===== config.mk =====
export PLATFORM = sky130hd
export DESIGN_NAME = aes_ahb_slave
export DESIGN_NICKNAME = d
export VERILOG_FILES = /design/src/rtl/aes_ahb_slave.sv
export SDC_FILE = /design/constraint.sdc
export NUM_CORES = 1
export LEC_CHECK = 0
export BUFFER_PORTS_ARGS = -buffer_cell sky130_fd_sc_hd__buf_4
export CORE_UTILIZATION = 48
export DETAILED_ROUTE_END_ITERATION = 8
export HOLD_SLACK_MARGIN = 0.1
export PLACE_DENSITY = 0.74
export SLEW_MARGIN = 15
export SYNTH_ARGS = -nofsm -noshare
export SYNTH_HDL_FRONTEND = slang
export SYNTH_SLANG_ARGS = --single-unit

===== constraint.sdc =====
create_clock -name clk -period 2.5 [get_ports clk]
set_input_delay 0.125 -clock clk [delete_from_list [all_inputs] [get_ports clk]]
set_output_delay 0.125 -clock clk [all_outputs]
set_load 0.02 [all_outputs]

===== src/rtl/aes_ahb_slave.sv =====
// AHB-Lite register slave wrapping an AES core: zero-wait OKAY for legal word accesses,
// two-cycle ERROR (HREADYOUT low for one cycle) for non-word or misaligned ones.
module aes_ahb_slave #(
   parameter logic [31:0] ID_VALUE = 32'hAE50_0001
) (
   input  logic         clk,
   input  logic         rst,
   input  logic         HSEL,
   input  logic [7:0]   HADDR,
   input  logic [1:0]   HTRANS,
   input  logic         HWRITE,
   input  logic [2:0]   HSIZE,
   input  logic [31:0]  HWDATA,
   input  logic         HREADY,
   output logic [31:0]  HRDATA,
   output logic         HREADYOUT,
   output logic         HRESP,
   output logic         aes_start,
   output logic [127:0] key_block,
   output logic [127:0] pt_block,
   input  logic [127:0] ct_block,
   input  logic         aes_busy,
   input  logic         aes_done,
   output logic         irq
);

   localparam logic [1:0] ST_IDLE = 2'd0;
   localparam logic [1:0] ST_ERR1 = 2'd1;
   localparam logic [1:0] ST_ERR2 = 2'd2;

   logic [1:0]        state;
   logic              dp_vld;
   logic              cap_write;
   logic [5:0]        cap_word;
   logic [3:0][31:0]  key_q;
   logic [3:0][31:0]  pt_q;
   logic [3:0][31:0]  ct_q;
   logic              irq_en;
   logic              done;
   logic              werr;
   logic              start_pending;

   logic addr_ph, illegal, wr, busy;
   logic wr_key, wr_pt, wr_ctrl, wr_status;
   logic start_go, start_rej, kp_rej;
   logic unused;

   assign unused    = HTRANS[0];
   // No new address phase is accepted while the first ERROR cycle stalls the bus.
   assign addr_ph   = HSEL & HTRANS[1] & HREADY & (state != ST_ERR1);
   assign illegal   = (HSIZE != 3'b010) | (HADDR[1:0] != 2'b00);
   assign wr        = dp_vld & cap_write;
   assign busy      = aes_busy | start_pending;

   assign wr_key    = wr & (cap_word[5:2] == 4'd0);
   assign wr_pt     = wr & (cap_word[5:2] == 4'd1);
   assign wr_ctrl   = wr & (cap_word == 6'd12);
   assign wr_status = wr & (cap_word == 6'd13);

   assign start_go  = wr_ctrl & HWDATA[0] & ~busy;
   assign start_rej = wr_ctrl & HWDATA[0] & busy;
   assign kp_rej    = (wr_key | wr_pt) & busy;

   always_ff @(posedge clk) begin
      if (rst) begin
         state         <= ST_IDLE;
         dp_vld        <= 1'b0;
         cap_write     <= 1'b0;
         cap_word      <= '0;
         key_q         <= '0;
         pt_q          <= '0;
         ct_q          <= '0;
         irq_en        <= 1'b0;
         done          <= 1'b0;
         werr          <= 1'b0;
         start_pending <= 1'b0;
         aes_start     <= 1'b0;
      end else begin
         if (state == ST_ERR1)
            state <= ST_ERR2;
         else if (addr_ph & illegal)
            state <= ST_ERR1;
         else
            state <= ST_IDLE;

         dp_vld <= addr_ph & ~illegal;
         if (addr_ph & ~illegal) begin
            cap_word  <= HADDR[7:2];
            cap_write <= HWRITE;
         end

         if (wr_key & ~busy)
            key_q[cap_word[1:0]] <= HWDATA;
         if (wr_pt & ~busy)
            pt_q[cap_word[1:0]] <= HWDATA;
         if (aes_done)
            ct_q <= ct_block;
         if (wr_ctrl)
            irq_en <= HWDATA[1];

         aes_start <= start_go;

         // Pending bridges the gap between the start pulse and the core raising busy.
         if (start_go)
            start_pending <= 1'b1;
         else if (aes_busy | aes_done)
            start_pending <= 1'b0;

         if (aes_done)
            done <= 1'b1;
         else if (start_go | (wr_status & HWDATA[1]))
            done <= 1'b0;

         if (start_rej | kp_rej)
            werr <= 1'b1;
         else if (wr_status & HWDATA[2])
            werr <= 1'b0;
      end
   end

   always_comb begin
      HRDATA = '0;
      if (dp_vld & ~cap_write) begin
         case (cap_word[5:2])
            4'd0: HRDATA = key_q[cap_word[1:0]];
            4'd1: HRDATA = pt_q[cap_word[1:0]];
            4'd2: HRDATA = ct_q[cap_word[1:0]];
            4'd3: begin
               case (cap_word[1:0])
                  2'd0:    HRDATA = {30'd0, irq_en, 1'b0};
                  2'd1:    HRDATA = {29'd0, werr, done, busy};
                  2'd2:    HRDATA = ID_VALUE;
                  default: HRDATA = '0;
               endcase
            end
            default: HRDATA = '0;
         endcase
      end
   end

   assign HREADYOUT = (state != ST_ERR1);
   assign HRESP     = (state != ST_IDLE);
   assign key_block = key_q;
   assign pt_block  = pt_q;
   assign irq       = done & irq_en;

endmodule


==> flow_metrics.tcl <==
set metrics [dict create \
    cp.arrival_ns 2.41 \
    die_area_um2 36400 \
    overflow 0 \
    grt_max_degree 89 \
    cts.sinks 399 \
    grt_pass1_wl_um 103000 \
    drtAntennaViolNets 0 \
    port_buffers 470 \
    drc_errors 0 \
    max_freq_mhz 395 \
    slew_viol_final 0 \
    grt_pass1_vias 17200 \
    synth_edf_count 0 \
    n_antenna_cell 0 \
    root_buffer "clkbuf_16" \
    min_period_over_period_pct 101 \
    start_util_pct 49.1 \
    cp-end-kind "output port" \
    crit_buf_inv 3 \
    setup_ws_ns -0.0312 \
    cp-start-kind "flop" \
    syn_area_um2 17100 \
    fin_util_pct 72.1 \
    clock_path_buffers 3 \
    vias 17300 \
    yosysSeqAreaShare_pct 46.7 \
    chipWidth_um 191 \
    hpwl_um 43900 \
    area_growth_pct 46.7 \
    violations "setup timing" \
    synth_most_common_cell "nand2_1" \
    finalSetupViolations 1 \
    worst_pin_slew_ns 0.704 \
    p_leak_nw 9.99 \
    finalHoldWorstSlack_ns 0.166 \
    crit_slowest_cell "dfxtp_2" \
    cp_cell_sequence "buf_4 -> nor4b_4 -> buf_12 -> nand2_1 -> a31oi_1 -> buf_4" \
    avgSynthCellArea_um2 9.07 \
    grt_usage_pct 37.5 \
    fin_nets 2667 \
    core_um2 34800 \
    criticalPathCategory "reg -> out" \
    crit_start "cap_word[5]" \
    cp.depth 6 \
    wl_per_cell_um 24.0 \
    clk_latency_ns 0.57 \
    period_needed_ns 2.53 \
    clk_pin_slew_ns 0.06 \
    ys_ff_latch 399 \
    p_total_mw 14.7 \
    cp.required_ns 2.38 \
    synth_top_area_share_pct 46.7 \
    synth.area.top_cells "dfxtp_1 (47%), mux4_2 (13%), nand2_1 (12%)" \
    drtIter0Drc 1503 \
    reg2reg_slack_ns 0.24 \
    max_slew_margin_pct 52.7 \
    rows 68 \
    ir_drop_mv 0.651 \
    dr.pass1.iters 5 \
    crit_end "HRDATA[31]" \
    synthCells 1886 \
    drive_gt1_share_pct 31.1 \
    power_density_nw_per_um2 585 \
    place_area_um2 21200 \
    ys.flop_type "dfxtp_1" \
    final_area_um2 25100 \
    synth_nets 2066 \
    async_flop_share_pct 0 \
    antenna_found_initial 0 \
    wl_um 71500 \
    synth.distinct_cells 39 \
    timing.rr.start "cap_word[5]" \
    cts_buffers 44 \
    die_y_um 191 \
    r2r_cells 7 \
    worstHoldPathType "in -> reg" \
    r2r-end "key_block[6]" \
    outcome "finished with violations" \
    maxCapViolations 0 \
    cts-htree-levels 2 \
    vias_per_cell 5.82 \
    synth_commonest_cells "nand2_1 (544), dfxtp_1 (399), a21oi_1 (288)" \
    gp_congestion 0.904 \
    yosysTopAreaCell "dfxtp_1" \
    fin_skew_ns 0.0217 \
    critical_path.top_delay_family "buffers and inverters" \
    cpPeakStageDelay_ns 0.37 \
    ios 472 \
    ys_warn_count 0 \
    crit_fanout 40 \
    cts_tree "done" \
    rsz0062_at_grt "yes" \
    final_hold_viol_count 0 \
    path_common_cell "buf_4" \
]
[kinds of logic after synthesis]
group	after synthesis	synth area share (%)
simple gates	726	17.0
flops	399	46.7
compound gates	343	10.7
mux	225	20.2
buf+inv	193	5.36
[per-layer routing]
layer / track usage, % / wire length (um) / up-vias
met5: 0 / 0 / -
met3: 11.0 / 8720 / 229
li1: - / - / 7648
met1: 46.6 / 26300 / 8308
met4: 16.6 / 3220 / 0
met2: 60.2 / 33200 / 1145
[final cells by class]
cell class / count / area, um2
fillers: 2425 / 9710
flip-flops and latches: 399 / 8000
repair buffers: 745 / 6540
clock inverters: 17 / 264
clock buffers: 64 / 1330
well taps: 455 / 569
multi-input cells: 1294 / 8380
inverters: 3 / 11.3
[flip-flops by register name, indices dropped and copies added, names as in the netlist, 2 cells and up]
name / flops
ct_q: 128
key_block: 128
pt_block: 128
cap_word: 6
state: 2
[metrics by stage]
step	TNS, ns	setup WS (ns)	std cells
3_5_place_dp	0	0.322	2682
4_1_cts	-0.108	-0.0256	2959
3_3_place_gp	0	0.334	2682
5_1_grt	-0.186	-0.0249	2977
6_report	-0.0312	-0.0312	2977
2_1_floorplan	0	0.652	1886
[tightest hold or removal path, stage by stage]
cell,delay [ns]
buf_6,0.26
mux2i_1,0.19
nor2_1,0.08
[how the worst min path moves through the flow]
| stage | from | to | slack [ns] | depth (start not counted) |
|---|---|---|---|---|
| floorplan | ct_block[64] | ct_q[64] | 0.27 | 2 |
| global placement | ct_block[32] | ct_q[32] | 0.36 | 3 |
| detailed placement | ct_block[41] | ct_q[41] | 0.37 | 3 |
| CTS | aes_done | ct_q[20] | 0.14 | 3 |
| global route | aes_done | ct_q[109] | 0.18 | 3 |
| finish | aes_done | ct_q[99] | 0.17 | 3 |
[report_power, final]
| part | leakage (nW) | total [mW] | switching [mW] | internal (mW) |
|---|---|---|---|---|
| sequential | 3.24 | 6.55 | 0.0722 | 6.48 |
| clock | 0.784 | 7.06 | 2.73 | 4.32 |
| combinational | 5.96 | 1.06 | 0.502 | 0.556 |
[cell usage in the layout (no fill, tap or decap), types with 7 or more instances in the layout]
| cell type | netlist | layout |
|---|---|---|
| dlygate4sd3_1 | 0 | 183 |
| nand3_1 | 10 | 7 |
| clkbuf_1 | 82 | 7 |
| a31oi_1 | 9 | 9 |
| mux2i_1 | 129 | 129 |
| dfxtp_1 | 399 | 395 |
| a22oi_1 | 33 | 13 |
| a21oi_1 | 288 | 282 |
| buf_6 | 6 | 8 |
| mux4_2 | 96 | 96 |
| buf_12 | 0 | 32 |
| buf_4 | 11 | 517 |
| clkbuf_16 | 0 | 48 |
| o21ai_0 | 8 | 7 |
| nand4_1 | 9 | 9 |
| nand2_1 | 544 | 544 |
| nor2_1 | 134 | 134 |
| clkinv_2 | 0 | 7 |
| a22oi_2 | 0 | 20 |
| clkbuf_8 | 0 | 11 |
[repair_timing]
action	in CTS	in global routing
hold buffers	183	0
buffers inserted	13	16
setup endpoints to repair	32	29
pin swaps	2	8
hold endpoints to repair	398	0
gates resized for setup	22	27
cloned	0	2
No activity file was read; power rests on OpenSTA's default activity.
